File: src/rtl/mem_ls_unit.sv
// mem_ls_unit: load/store sequencer between execute and a synchronous data BRAM.
// Handles configurable BRAM read latency, byte/half/word accesses with per-byte
// write enables, signed/unsigned load extension and a busy handshake.
// Optional feature macro: MEM_LS_MISALIGN_TRAP_EN rejects misaligned half/word
// accesses with a one-cycle misalign pulse. When the macro is undefined,
// misalign is tied low and misaligned offsets are truncated.
module mem_ls_unit #(
  parameter int ADDR_W    = 32,
  parameter int RD_LAT    = 1,
  parameter int WORD_ADDR = 0
) (
  input  logic              clk,
  input  logic              rstn,
  input  logic              l_valid,
  input  logic              s_valid,
  input  logic [1:0]        size,
  input  logic              l_unsigned,
  input  logic [ADDR_W-1:0] alu_out,
  input  logic [31:0]       s_data,
  input  logic [31:0]       d_dout,
  output logic [ADDR_W-1:0] d_addr,
  output logic [31:0]       d_din,
  output logic [3:0]        wea,
  output logic [31:0]       load_data,
  output logic              load_finish,
  output logic              store_finish,
  output logic              busy,
  output logic              misalign
);

  localparam int         DATA_W  = 32;
  localparam logic [2:0] LAT_CNT = 3'(RD_LAT);

  typedef enum logic [1:0] {IDLE, LOAD_WAIT, STORE_WR, DONE} state_t;

  state_t            state_p0;
  logic [2:0]        cnt_p0;
  logic [1:0]        off_p0;
  logic [1:0]        size_p0;
  logic              uns_p0;
  logic [ADDR_W-1:0] addr_map;
  logic [1:0]        off_in;
  logic              mis_req;
  logic              ld_go;
  logic              st_go;

  // Extract the addressed lane(s) from the BRAM word and extend to 32 bits.
  function automatic logic [DATA_W-1:0] extend_load(input logic [DATA_W-1:0] word,
                                                    input logic [1:0] sz,
                                                    input logic [1:0] off,
                                                    input logic uns);
    logic signed [7:0]  lane_b;
    logic signed [15:0] lane_h;
    logic [DATA_W-1:0]  res;
    lane_b = word[{off, 3'b000} +: 8];
    lane_h = off[1] ? word[31:16] : word[15:0];
    case (sz)
      2'b00:   res = uns ? {24'b0, lane_b} : {{24{lane_b[7]}}, lane_b};
      2'b01:   res = uns ? {16'b0, lane_h} : {{16{lane_h[15]}}, lane_h};
      default: res = word;
    endcase
    return res;
  endfunction

  // Replicate right-aligned store data across every lane it may land in.
  function automatic logic [DATA_W-1:0] lane_rep(input logic [DATA_W-1:0] sd,
                                                 input logic [1:0] sz);
    case (sz)
      2'b00:   return {4{sd[7:0]}};
      2'b01:   return {2{sd[15:0]}};
      default: return sd;
    endcase
  endfunction

  // Per-byte write enables for the addressed lane(s).
  function automatic logic [3:0] byte_mask(input logic [1:0] sz, input logic [1:0] off);
    case (sz)
      2'b00:   return 4'b0001 << off;
      2'b01:   return off[1] ? 4'b1100 : 4'b0011;
      default: return 4'b1111;
    endcase
  endfunction

  assign off_in   = alu_out[1:0];
  assign addr_map = (WORD_ADDR != 0) ? (alu_out >> 2) : {alu_out[ADDR_W-1:2], 2'b00};

`ifdef MEM_LS_MISALIGN_TRAP_EN
  // Half needs an even offset, word (and size 11) needs offset 0.
  function automatic logic is_misaligned(input logic [1:0] sz, input logic [1:0] off);
    case (sz)
      2'b00:   return 1'b0;
      2'b01:   return off[0];
      default: return off != 2'b00;
    endcase
  endfunction

  logic mis_p0;

  assign mis_req = is_misaligned(size, off_in);

  // One-cycle trap pulse for a misaligned request seen while idle.
  always_ff @(posedge clk) begin
    if (!rstn) mis_p0 <= 1'b0;
    else       mis_p0 <= (l_valid | s_valid) & ~busy & mis_req;
  end

  assign misalign = mis_p0;
`else
  assign mis_req  = 1'b0;
  assign misalign = 1'b0;
`endif

  // Load wins over a simultaneous store; nothing is accepted while busy.
  assign ld_go = l_valid & ~busy & ~mis_req;
  assign st_go = s_valid & ~l_valid & ~busy & ~mis_req;

  // Sequencer FSM with all memory-side and result outputs registered.
  always_ff @(posedge clk) begin
    if (!rstn) begin
      state_p0     <= IDLE;
      cnt_p0       <= '0;
      off_p0       <= '0;
      size_p0      <= '0;
      uns_p0       <= 1'b0;
      d_addr       <= '0;
      d_din        <= '0;
      wea          <= '0;
      load_data    <= '0;
      load_finish  <= 1'b0;
      store_finish <= 1'b0;
      busy         <= 1'b0;
    end else begin
      wea          <= '0;
      load_finish  <= 1'b0;
      store_finish <= 1'b0;
      case (state_p0)
        IDLE, DONE: begin
          state_p0 <= IDLE;
          busy     <= 1'b0;
          if (ld_go) begin
            d_addr   <= addr_map;
            off_p0   <= off_in;
            size_p0  <= size;
            uns_p0   <= l_unsigned;
            cnt_p0   <= '0;
            busy     <= 1'b1;
            state_p0 <= LOAD_WAIT;
          end else if (st_go) begin
            d_addr   <= addr_map;
            d_din    <= lane_rep(s_data, size);
            wea      <= byte_mask(size, off_in);
            busy     <= 1'b1;
            state_p0 <= STORE_WR;
          end
        end
        LOAD_WAIT: begin
          // BRAM data is valid once the counter has covered the read latency.
          if (cnt_p0 == LAT_CNT) begin
            load_data   <= extend_load(d_dout, size_p0, off_p0, uns_p0);
            load_finish <= 1'b1;
            busy        <= 1'b0;
            state_p0    <= DONE;
          end else begin
            cnt_p0 <= cnt_p0 + 3'd1;
          end
        end
        STORE_WR: begin
          store_finish <= 1'b1;
          busy         <= 1'b0;
          state_p0     <= DONE;
        end
        default: state_p0 <= IDLE;
      endcase
    end
  end

endmodule

File: config.mk
export PLATFORM = sky130hd
export DESIGN_NAME = mem_ls_unit
export DESIGN_NICKNAME = d
export VERILOG_FILES = /design/src/rtl/mem_ls_unit.sv
export SDC_FILE = /design/constraint.sdc
export NUM_CORES = 1
export LEC_CHECK = 0
export CORE_ASPECT_RATIO = 1.5
export CORE_MARGIN = 2
export CORE_UTILIZATION = 35
export CTS_CLUSTER_SIZE = 10
export DETAILED_ROUTE_END_ITERATION = 8
export PLACE_DENSITY = 0.7
export SYNTH_ARGS = -nofsm -noshare
export SYNTH_HDL_FRONTEND = slang
export SYNTH_SLANG_ARGS = --single-unit
File: constraint.sdc
create_clock -name clk -period 4.5 [get_ports clk]
set_input_delay 0.45 -clock clk [delete_from_list [all_inputs] [get_ports clk]]
set_output_delay 0.45 -clock clk [all_outputs]
set_load 0.01 [all_outputs]
# Word-level counts from Yosys, hierarchy flattened
# Index checks and enable logic that the tools add are counted.
[totals] ff_bits=113 input_bits=103 wordCells=68
[op_classes] addsub=1 eq_ne=9 n_shift=2 n_mux=22 bitwise_logic=9 n_reduce_logical=13
[op_table] operator="32-bit 2-to-1 mux" n=4
[op_table] operator="32-bit one-hot mux with 2 select lines" n=2
[op_table] operator="32-bit by 6-bit indexed part select with 8-bit output" n=1
[op_table] operator="16-bit 2-to-1 mux" n=1
[op_table] operator="4-bit one-hot mux with 2 select lines" n=1
[op_table] operator="2-bit AND reduction" n=4
[op_table] operator="2-bit by 1-bit equality test with 1-bit output, second input constant" n=3
[op_table] operator="2-bit logical NOT" n=3
[op_table] operator="2-bit 2-to-1 mux" n=3
[op_table] operator="3-bit 2-to-1 mux" n=2
[op_table] operator="2-bit != test, second input constant" n=3
[op_table] operator="1-bit inverter" n=6
[op_table] operator="2-bit one-hot mux with 3 select lines" n=1
[op_table] operator="3-bit one-hot mux with 2 select lines" n=1
[op_table] operator="3-bit AND reduction" n=2
[op_table] operator="1-bit 2-to-1 mux" n=5
[op_table] operator="2-bit equality test, second input constant" n=2
[op_table] operator="4-bit 2-to-1 mux" n=1
[op_table] operator="2-bit nonzero test" n=2
[op_table] operator="4-bit OR reduction" n=1
[op_table] operator="1-bit by 2-bit << shifter with 4-bit output, first input constant" n=1
[op_table] operator="3-bit by 1-bit adder with 3-bit output, second input constant" n=1
[op_table] operator="1-bit bitwise AND" n=3
[op_table] operator="3-bit by 1-bit equality test with 1-bit output, second input constant" n=1
[op_table] operator="other kinds (2)" n=2

# Depth between registers and ports, before layout
[logic_depth] ltp_word=6 depth_mapped=7 mapped_depth_nobuf=5

# Least setup slack after synthesis
# No wires, ideal clock.
[synth_path] path_type="register to register" startpoint="register state_p0[0]" endpoint="register d_din[12]" setup_time_ns=0.144 t_arrival_ns=1.483 t_required_ns=4.356 path_slack_ns=2.873 path_stages_with_launch=8 n_path_buf=3 cell_sequence="dfxtp_1 inv_1 ha_1 nor4bb_1 buf_2 buf_6 buf_4 a311oi_2"
[synth_between] elab_chain_len=3
[synth_rtl] item="from (decl)" line_no="36" source="state_t state_p0;"
[synth_rtl] item="from (signal assigned)" line_no="120" source="state_p0 <= IDLE;"
[synth_rtl] item="from (signal assigned)" line_no="138" source="state_p0 <= IDLE;"
[synth_rtl] item="from (signal assigned)" line_no="147" source="state_p0 <= LOAD_WAIT;"
[synth_rtl] item="2-bit equality test / 2-bit logical NOT (equally long branches)" line_no="136" source="case (state_p0)"
[synth_rtl] item="2-bit OR reduction (*)" line_no="136"
[synth_rtl] item="3-bit AND reduction (no source line) (*)"
[synth_rtl] item="to (signal assigned)" line_no="150" source="d_din <= lane_rep(s_data, size);"
[synth_rtl] item="to (decl)" line_no="22" source="output logic [31:0] d_din,"
# Mark *: on every way between the ends. The rest lies on a longest branch, timed or not.
# A chain may end at the register's enable or synchronous reset.

# Worst setup path in the final report
[layout_path] startpoint="register state_p0[0]" endpoint="register d_addr[3]"
[layout_between] elab_chain_len=3
[layout_rtl] item="2-bit equality test / 2-bit logical NOT (equally long branches)" line_no="136"
[layout_rtl] item="2-bit OR reduction (*)" line_no="136"
[layout_rtl] item="2-bit AND reduction (no source line) (*)"
[layout_rtl] item="to (signal assigned)" line_no="141" source="d_addr <= addr_map;"
[layout_rtl] item="to (signal assigned)" line_no="149" source="d_addr <= addr_map;"
[layout_rtl] item="to (decl)" line_no="21" source="output logic [ADDR_W-1:0] d_addr,"
# Marks and branches as above.

==> summary.txt <==
Power
  – Leakage: between 0.002 and 0.003 uW
  – Power per cell area: ~500 mW/mm^2
  – VDD IR-drop max: between 0.2 and 0.25 mV

Logic synthesis
  – Unique cell type count in the Yosys netlist: 43
  – Post-synth top area share: between 40 and 50%
  – Biggest area consumer among synthesized cells: dfxtp_1
  – Synth warn: 0
  – Top-count cell post-synth: dfxtp_1
  – Top post-synthesis cells by area: dfxtp_1 43%, mux2i_1 7.4%, o21ai_0 6.7%
  – Post-synth top cells: 111 x dfxtp_1, 69 x o21ai_0, 61 x a21oi_1
  – Number of synthesized flops with an enable pin: 0
  – Ys async rst share: 0%
  – Post-synthesis cell count: slightly below 600
  – FF+latch count, synth: about 110
  – Post-synthesis area per instance: between 8 and 9 um^2
  – Cell area after synthesis: between 0.005 and 0.006 mm^2
  – Sequential share of the synthesized area: 43.0%
  – Top FF cell, synth: dfxtp_1

Hold path
  – Worst hold path type: reg2reg
  – Hold Startpoint: d_din[27]

GRT
  – GRT Util Overall: 20.2%
  – Total grt overflow: 0
  – First-pass GRT wire length: 25.0 mm
  – Vias in the first global route: between 4,000 and 5,000
  – Largest net degree at the start of global routing: 50
  – Initial antenna violation count: 1

CTS
  – Cts hold-fix bufs: 0
  – Cts bufs inserted: 9
  – Reg clk slew, reported paths: 0.08 ns
  – PostCTS Resize Cnt: 0
  – CTS root buffer: clkbuf_16
  – Clock Latency Late Sink: between 0.3 and 0.4 ns
  – Postcts setup bufs: 0
  – Max Root-Sink Buffers: 2
  – Clock sinks: between 100 and 150
  – CTS tree: done
  – H-tree levels: 3

Timing
  – Endpoints failing setup: 0
  – Slew headroom: 12.1%
  – Final Hold Fails: 0
  – TNS Setup: 0 ns
  – RSZ-0062 raised after global routing: no
  – Fmax achieved: 422 MHz
  – Final period util: between 50 and 60%
  – Clock Skews: approximately 0.009 ns
  – Fin. max-slew vios: 0
  – Crit path time final: 2.37 ns
  – Slack of the critical path: between 2 and 2.5 ns
  – Actual slew at the worst max-slew pin: 1.31 ns

Setup path
  – Critical Path AT: 2.65 ns
  – Worst R2R Setup Slack: approximately 2.1 ns
  – Critical Path Max Stage Delay: between 1 and 1.5 ns
  – CP delay by family, top: simple AND/OR/NAND/NOR gates
  – Critical path buffer and inverter count: 1
  – Crit path kind: reg2reg
  – CP Cell Sequence: inv_1 > ha_1 > nor2b_2 > nand3_1 > a21oi_1
  – CP max stage cell: nor2b_2
  – Critical Path RT: roughly 4.8 ns
  – Critical Path Start: state_p0[0]
  – CP Launch Type: flip-flop
  – Crit-path max FO: 32
  – Critical R2R Launch: state_p0[0]
  – Worst setup EP type: flip-flop

Drt
  – Routed WL: 16.4 mm
  – Drt pass-1 iters: 8
  – Uppermost layer routed: met4
  – Met3 wire len: approximately 1.0 mm
  – DRC: 0
  – Routed wl met2: 8.74 mm
  – Detailed-route wire length per cell: 17.3 um
  – Initial detailed-routing violation count: 270
  – M1 WL: around 6.3 mm
  – Final ANT Viol Nets: 0
  – Via count: roughly 5,000
  – Vias per cell: approximately 5.3

Cells and area
  – Final core utilization: approximately 52%
  – Multi-input logic area: roughly 0.0026 mm^2
  – Layout cells sized above 1: between 7 and 8%
  – Filler instances: 1,366
  – Post-Layout Cell Count: approximately 950
  – Post-layout instance area: ~0.0075 mm^2
  – Register area: between 0.002 and 0.0025 mm^2
  – Area growth syn-to-layout: 45.4%
  – Fin nets: 852

Place
  – Placed cells: 930
  – Port buffer count: around 200
  – GP Congestion: ~0.80
  – DP Wirelength: between 10 and 15 mm
  – Dpl cell area: 0.00722 mm^2
  – Worst slack, placed: 1.94 ns

Floorplanning
  – Die area: roughly 0.016 mm^2
  – Chip width: slightly above 100 um
  – Site Rows: 54
  – Initial Utilization: around 36%
  – DIE HEIGHT: 153 um
  – I/O Pins: roughly 210
  – Core area: ~0.015 mm^2

Flow run
  – Max_cap viols: 0

Outcome
  – Status: completed
==> metrics by stage <==
step | hold slack, ns | total power [uW]
6_report | 0.474 | 3810
5_1_grt | 0.496 | 4040
4_1_cts | 0.478 | 3840
3_5_place_dp | 0.465 | 3020
3_3_place_gp | 0.460 | 2970
2_1_floorplan | 0.451 | 2340
==> kinds of logic after synthesis <==
logic type	count (synthesis)	share of synthesized area, %
compound gates	196	23.8
simple gates	148	14.7
buf+inv	65	6.44
mux	55	11.1
fa+ha+maj	4	0.968
flops	111	43.0
other cells	1	0.0725
==> layout make-up <==
class,instances,area share (%)
clock buffers,10,3.04
flip-flops and latches,111,29.6
diodes,1,0.0333
inverters,7,0.349
clock inverters,6,0.915
well taps,196,3.26
repair buffers,210,27.7
multi-input cells,406,35.1
==> registers in the layout, indices dropped and copies added, names as in the netlist <==
| signal | cells |
|---|---|
| busy | 1 |
| cnt_p0 | 3 |
| d_addr | 30 |
| d_din | 32 |
| load_data | 32 |
| load_finish | 1 |
| off_p0 | 2 |
| size_p0 | 2 |
| state_p0 | 2 |
| store_finish | 1 |
| uns_p0 | 1 |
| wea | 4 |
==> tightest hold or removal path: stages, from the launching register on <==
cell and delay (ns):
dfxtp_1 0.31, nand2_1 0.05, o22ai_1 0.06
==> path summary, 6_finish.rpt <==
| check | to | cells after the start |
|---|---|---|
| setup / recovery | d_addr[3] | 5 |
| hold reg to reg | d_din[27] | 2 |
| hold / removal | d_din[27] | 2 |
| setup reg to reg | d_addr[3] | 5 |
==> layout by cell type, fill, tap and decap left out, types with 9 or more instances in the layout <==
master,n
nand2b_1,14
mux2_2,16
nand2_1,30
dfxtp_1,111
a31oi_1,20
a21oi_1,61
mux2i_1,38
o21ai_0,69
clkbuf_16,9
clkdlybuf4s50_1,203
nand3_1,37
nor2_1,35
==> where the power goes <==
part           leakage (uW)  internal (uW)  total, uW  switching [uW]
registers          0.000905           1210       1360             154
clock network      0.000143            437        813             376
logic               0.00161            765       1630             869
total               0.00266           2410       3810            1400
==> per-layer routing <==
| metal | global-route usage (%) | vias to the layer above |
|---|---|---|
| li1 | - | 2432 |
| met1 | 23.2 | 2369 |
| met2 | 36.2 | 201 |
| met3 | 3.25 | 20 |
| met4 | 7.77 | 0 |
| met5 | 0 | - |
(Power assumes the default switching activity.)
